<file path="src/rtl/divider.sv">
// Iterative restoring divider: one quotient bit per CALC cycle, with sign handling
// and adder-compatible result flags. Signed support is built only when DIVIDER_SIGNED_EN is defined.
module divider #(
  parameter int WIDTH = 32
) (
  input  logic             clk_i,
  input  logic             rst_n_i,
  input  logic             start_i,
  input  logic             signed_i,
  input  logic             flush_i,
  input  logic [WIDTH-1:0] opr0_i,
  input  logic [WIDTH-1:0] opr1_i,
  output logic             busy_o,
  output logic             valid_o,
  output logic [WIDTH-1:0] quotient_o,
  output logic [WIDTH-1:0] remainder_o,
  output logic             zero_flag_o,
  output logic             pos_flag_o,
  output logic             neg_flag_o,
  output logic             overflow_flag_o,
  output logic             div_by_zero_o,
  output logic [2:0]       state_o
);

  // Handshake: start_i is accepted only in IDLE/DONE when flush_i is low; busy_o is
  // high while an operation is in flight; valid_o pulses for the single DONE cycle
  // and the result outputs hold until the next DONE.

  typedef enum logic [2:0] {IDLE, PREP, CALC, FIX, DONE} state_e;

`ifdef DIVIDER_SIGNED_EN
  localparam bit SIGNED_EN = 1'b1;
`else
  localparam bit SIGNED_EN = 1'b0;
`endif

  localparam logic [WIDTH-1:0] MOST_NEG = {1'b1, {(WIDTH-1){1'b0}}};
  localparam logic [5:0]       LAST_STEP = 6'(WIDTH - 1);

  state_e           state_q, state_d;
  logic [5:0]       cnt_q;
  logic [WIDTH-1:0] a_q, b_q;
  logic             sgn_q;
  logic [WIDTH-1:0] dvd_q;   // dividend shifts out of the top, quotient bits shift in
  logic [WIDTH-1:0] dvs_q;
  logic [WIDTH-1:0] rem_q;
  logic             neg_quo_q, neg_rem_q, ovf_q;

  logic             a_neg, b_neg;
  logic [WIDTH-1:0] a_abs, b_abs;
  logic [WIDTH:0]   rem_sh, diff;
  logic [WIDTH-1:0] res_quo, res_rem;
  logic             res_of, res_dz;

  always_comb begin
    state_d = state_q;
    case (state_q)
      IDLE: if (start_i) state_d = PREP;
      PREP: state_d = (b_q == '0) ? DONE : CALC;
      CALC: if (cnt_q == LAST_STEP) state_d = FIX;
      FIX:  state_d = DONE;
      DONE: state_d = start_i ? PREP : IDLE;
      default: state_d = IDLE;
    endcase
    if (flush_i) state_d = IDLE;
  end

  assign busy_o  = (state_q == PREP) || (state_q == CALC) || (state_q == FIX);
  assign valid_o = (state_q == DONE);
  assign state_o = state_q;

  always_comb begin
    a_neg  = sgn_q & a_q[WIDTH-1];
    b_neg  = sgn_q & b_q[WIDTH-1];
    a_abs  = a_neg ? (~a_q + 1'b1) : a_q;
    b_abs  = b_neg ? (~b_q + 1'b1) : b_q;
    rem_sh = {rem_q, dvd_q[WIDTH-1]};
    diff   = rem_sh - {1'b0, dvs_q};
    // PREP can only reach DONE through the zero-divisor path.
    res_dz = (state_q == PREP);
    if (res_dz) begin
      res_quo = '1;
      res_rem = a_q;
      res_of  = 1'b0;
    end else begin
      res_quo = neg_quo_q ? (~dvd_q + 1'b1) : dvd_q;
      res_rem = neg_rem_q ? (~rem_q + 1'b1) : rem_q;
      res_of  = ovf_q;
    end
  end

  always_ff @(posedge clk_i) begin
    if (!rst_n_i) begin
      state_q         <= IDLE;
      cnt_q           <= '0;
      a_q             <= '0;
      b_q             <= '0;
      sgn_q           <= 1'b0;
      dvd_q           <= '0;
      dvs_q           <= '0;
      rem_q           <= '0;
      neg_quo_q       <= 1'b0;
      neg_rem_q       <= 1'b0;
      ovf_q           <= 1'b0;
      quotient_o      <= '0;
      remainder_o     <= '0;
      zero_flag_o     <= 1'b0;
      pos_flag_o      <= 1'b0;
      neg_flag_o      <= 1'b0;
      overflow_flag_o <= 1'b0;
      div_by_zero_o   <= 1'b0;
    end else begin
      state_q <= state_d;
      if (state_d == PREP) begin
        a_q   <= opr0_i;
        b_q   <= opr1_i;
        sgn_q <= signed_i & SIGNED_EN;
      end
      case (state_q)
        PREP: begin
          dvd_q     <= a_abs;
          dvs_q     <= b_abs;
          rem_q     <= '0;
          cnt_q     <= '0;
          neg_quo_q <= a_neg ^ b_neg;
          neg_rem_q <= a_neg;
          // The magnitude path already yields MOST_NEG rem 0 here; only the flag is extra.
          ovf_q     <= sgn_q && (a_q == MOST_NEG) && (b_q == '1);
        end
        CALC: begin
          if (!diff[WIDTH]) rem_q <= diff[WIDTH-1:0];
          else              rem_q <= rem_sh[WIDTH-1:0];
          dvd_q <= {dvd_q[WIDTH-2:0], ~diff[WIDTH]};
          cnt_q <= cnt_q + 6'd1;
        end
        default: ;
      endcase
      if (state_d == DONE && state_q != DONE) begin
        quotient_o      <= res_quo;
        remainder_o     <= res_rem;
        zero_flag_o     <= (res_quo == '0);
        pos_flag_o      <= ~res_quo[WIDTH-1];
        neg_flag_o      <= res_quo[WIDTH-1];
        overflow_flag_o <= res_of;
        div_by_zero_o   <= res_dz;
      end
    end
  end

endmodule

</file>
<file path="config.mk">
export PLATFORM = sky130hd
export DESIGN_NAME = divider
export DESIGN_NICKNAME = d
export VERILOG_FILES = /design/src/rtl/divider.sv
export SDC_FILE = /design/constraint.sdc
export NUM_CORES = 1
export LEC_CHECK = 0
export CAP_MARGIN = 0
export CELL_PAD_IN_SITES_DETAIL_PLACEMENT = 0
export CELL_PAD_IN_SITES_GLOBAL_PLACEMENT = 1
export CORE_MARGIN = 4
export CORE_UTILIZATION = 40
export CTS_BUF_LIST = sky130_fd_sc_hd__clkbuf_16
export CTS_CLUSTER_SIZE = 16
export DETAILED_ROUTE_END_ITERATION = 16
export PLACE_DENSITY_LB_ADDON = 0.1
export SYNTH_ARGS = -nofsm -noshare
export SYNTH_HDL_FRONTEND = slang
export SYNTH_SLANG_ARGS = --single-unit
export TNS_END_PERCENT = 5
</file>
<file path="constraint.sdc">
create_clock -name clk_i -period 3.15 [get_ports clk_i]
set_clock_uncertainty 0.1 [all_clocks]
set_input_delay 0.4725 -clock clk_i [delete_from_list [all_inputs] [get_ports clk_i]]
set_output_delay 0.4725 -clock clk_i [all_outputs]
set_load 0.05 [all_outputs]
</file>
==> results by group <==
Status
  • Status: finished, final reports clean

Global route
  • Vias in the first global route: 9731
  • Initial antenna violation count: 0
  • First-pass GRT wire length: between 50000 and 60000 µm
  • Total gr overflow: 0
  • Largest net degree at the start of global routing: 126
  • Total track usage: 20.15%

Layout
  • Commonest non-fill, non-tap cell in the layout: nand2_1
  • # nets final: 1655
  • Area growth, synth to finish: 25.50%
  • Most frequent cells in the layout: 328 x nand2_1, 236 x dfxtp_1, 153 x a21oi_1, 140 x clkdlybuf4s50_1, 87 x nor3_1
  • Final core utilization: about half
  • Layout cells sized above 1: under 10%
  • Antenna diode count: 0

Clock tree
  • Clock tree buffer depth: 3
  • Post-CTS setup buffers: 0
  • TritonCTS clock tree: yes
  • Total CTS buffers: 27
  • Reg clk slew, reported paths: around 60 ps
  • Clock Sink Count: 236
  • Deepest level of the CTS H-tree: 1
  • Skew-Pair Late Insertion Delay: 530 ps
  • Root Driver: clkbuf_16

Logic synthesis
  • Cells after synthesis: between 1000 and 1500
  • Yosys reg bits: 236
  • Synth Flop Type: dfxtp_1
  • Mapped Avg Cell Area: 7.706 µm²
  • Post-synth EDFFs: 0
  • YS warnings: 0
  • Register area share after synthesis: ~43%
  • Syn Nets: 1538
  • Fraction of registers with async set or reset after synthesis: 0%
  • Mapped Area: 0.01106 mm²
  • Unique masters post-synth: between 70 and 80

Min path
  • Worst hold path class: flop to flop

Setup path
  • Max FO, Critical Path: 4
  • CP Capture Point: rem_q[25]
  • Reg-to-reg critical path endpoint: rem_q[25]
  • CP endpoint kind: flop
  • Critical Path RT: 3500 ps
  • Critical Path AT: 3340 ps
  • Reg2Reg Launch Point: rem_q[7]
  • Critical Path Source Type: flop
  • Worst reg-to-reg path cell count: 10
  • WS Path Type: flop to flop
  • Reg2Reg Setup Slack: 160 ps
  • Start point of the critical path: rem_q[7]

Place
  • Buffers on Ports: between 100 and 150
  • Post-DP HPWL: roughly 23000 µm
  • Placer congestion estimate: ~0.82

Timing
  • Worst-margin pin slew: about 900 ps
  • Final Critical Period: 2989 ps
  • Fmax: between 300 and 400 MHz
  • Pins Over Slew Limit: 0
  • Unrepaired setup endpoints after global routing: no
  • Final critical-path share of the clock period: 94.90%
  • Final hold violation count: 0
  • Setup Total Neg Slack: 0 ps
  • Max_slew headroom: 39.82%
  • Final setup violation count: 0

Drt
  • DR vias/cell: 5.289
  • Via count: between 10000 and 15000
  • Metal2 WL: 14120 µm
  • Drt first pass iters: 5
  • Final ANT Viol Nets: 0
  • Met3 wire length: between 1500 and 2000 µm
  • DRT met1 WL: 15480 µm
  • DR WL/cell: 16.30 µm
  • Max Used Layer: met4
  • Initial detailed-routing violation count: 744
  • DRC: 0
  • Final WL: 31640 µm

Floorplanning
  • Core footprint: 0.02710 mm²
  • Ports: 143
  • Initial Util: around 41%
  • Die height: 174.3 µm
  • Std-Cell Rows: 60
  • Total Die Area: 0.03037 mm²
  • Die width: 174.3 µm

Pwr
  • Maximum VDD drop: 0.3366 mV
  • Pwr Total: about 7.4 mW
  • P_leak: 5.040 nW
  • Pwr dens: 536.6 mW/mm²

Run
  • Max cap viols: 0
==> critical path, cell delays in order (launching register included) <==
cell and delay, ps:
dfxtp_1 410, ha_1 280, buf_4 150, a21oi_1 200, o21ai_1 160, a311o_1 430, o21ai_1 280, a21oi_1 120
or3_1 310, a2111o_1 380, o211ai_1 90
==> synthesized netlist by cell type, types with 2 or more instances <==
master     instances  area share [%]
dfxtp_1          236              43
a21boi_0           3            0.20
a22oi_1           16             1.1
a21oi_1          153             6.9
nand4_1           16            0.91
o2111ai_1          5            0.40
nor3_1            88             4.0
nand2_1          328              11
clkbuf_1          90             3.1
nand3_1           43             1.9
nand3b_1           4            0.27
nor4_1            17            0.96
buf_2             10            0.45
xnor2_1           18             1.4
o21ai_0           43             1.9
o31ai_1            4            0.27
or3_1              4            0.23
o21a_1             4            0.27
o21ai_1            4            0.18
inv_1             43             1.5
a311oi_1           6            0.48
o211ai_1          17             1.2
a2111o_1           2            0.20
a21oi_2            2            0.16
and2_1            18             1.0
ha_1              33             3.7
xor2_1             7            0.55
nor2_1            81             2.7
a21o_1            12            0.81
o211a_1           13             1.2
a211oi_1          20             1.4
a31oi_1           34             1.9
nor2b_1            2            0.11
mux2i_1            2            0.18
nor3b_1            6            0.41
o21bai_1           5            0.34
and3_1             5            0.28
buf_4              4            0.27
==> flip-flops by register name, summed over array words and instances (netlist names) <==
name,count
a_q,32
b_q,32
cnt_q,6
div_by_zero_o,1
dvd_q,32
dvs_q,32
pos_flag_o,1
quotient_o,32
rem_q,32
remainder_o,32
state_o,3
zero_flag_o,1
==> worst min-delay path by stage <==
stage	slack, ps	to	cells past startpoint	from
finish	350	dvs_q[6]	2	dvs_q[6]
global route	370	b_q[13]	3	opr1_i[13]
CTS	350	dvs_q[6]	2	dvs_q[6]
detailed placement	350	dvs_q[6]	2	dvs_q[6]
global placement	340	a_q[22]	2	a_q[22]
floorplan	340	dvs_q[10]	2	dvs_q[10]
==> final cells by class <==
class,count,area [µm²]
Inverter,44,167.7
Tap cell,372,465.4
Multi-Input combinational cell,1049,5789
Sequential cell,236,4725
Timing Repair Buffer,194,1886
Clock buffer,27,675.6
Fill cell,2738,13220
Clock inverter,19,170.2
==> per-stage QoR <==
stage          setup WS (ps)  hold slack [ps]  std cells  instance area [µm²]
5_1_grt               0.9890            366.5       1941                13880
2_1_floorplan          414.3            336.3       1435                11060
4_1_cts                146.9            354.3       1941                13860
3_5_place_dp          -43.33            346.6       1895                13010
3_3_place_gp          -11.92            342.2       1895                13010
6_report               160.6            350.4       1941                13880
==> what timing repair did <==
| action | 4_1_cts | 5_1_grt |
|---|---|---|
| setup endpoints to repair | 12 | 27 |
| hold buffers | 0 | 0 |
| pin swaps | 0 | 2 |
| gates resized for setup | 1 | 5 |
==> logic make-up (layout without fill, tap and decap cells) <==
kind of cell	count (synthesis)	count (layout)	synth area share, %
and+or+nand+nor	624	624	24.96
other	1	1	0.03391
adders and majority gates	34	34	3.915
xor gates and xnor gates	25	25	1.980
buffers and inverters	150	284	5.352
muxes	2	2	0.1810
DFF	236	236	42.72
AOI/OAI and AO/OA	363	363	20.85
==> power breakdown <==
part	switching (mW)	internal [mW]	total [mW]
Sequential	0.0562	3.05	3.11
Combinational	0.759	0.560	1.32
Clock	1.23	1.79	3.02
Total	2.04	5.40	7.45
==> routing by layer <==
metal | track usage [%] | vias up
met4 | 3.464 | 0
met5 | 0 | -
met3 | 2.588 | 37
met1 | 29.27 | 4738
li1 | - | 5249
met2 | 32.54 | 242
(Power assumes the default switching activity.)
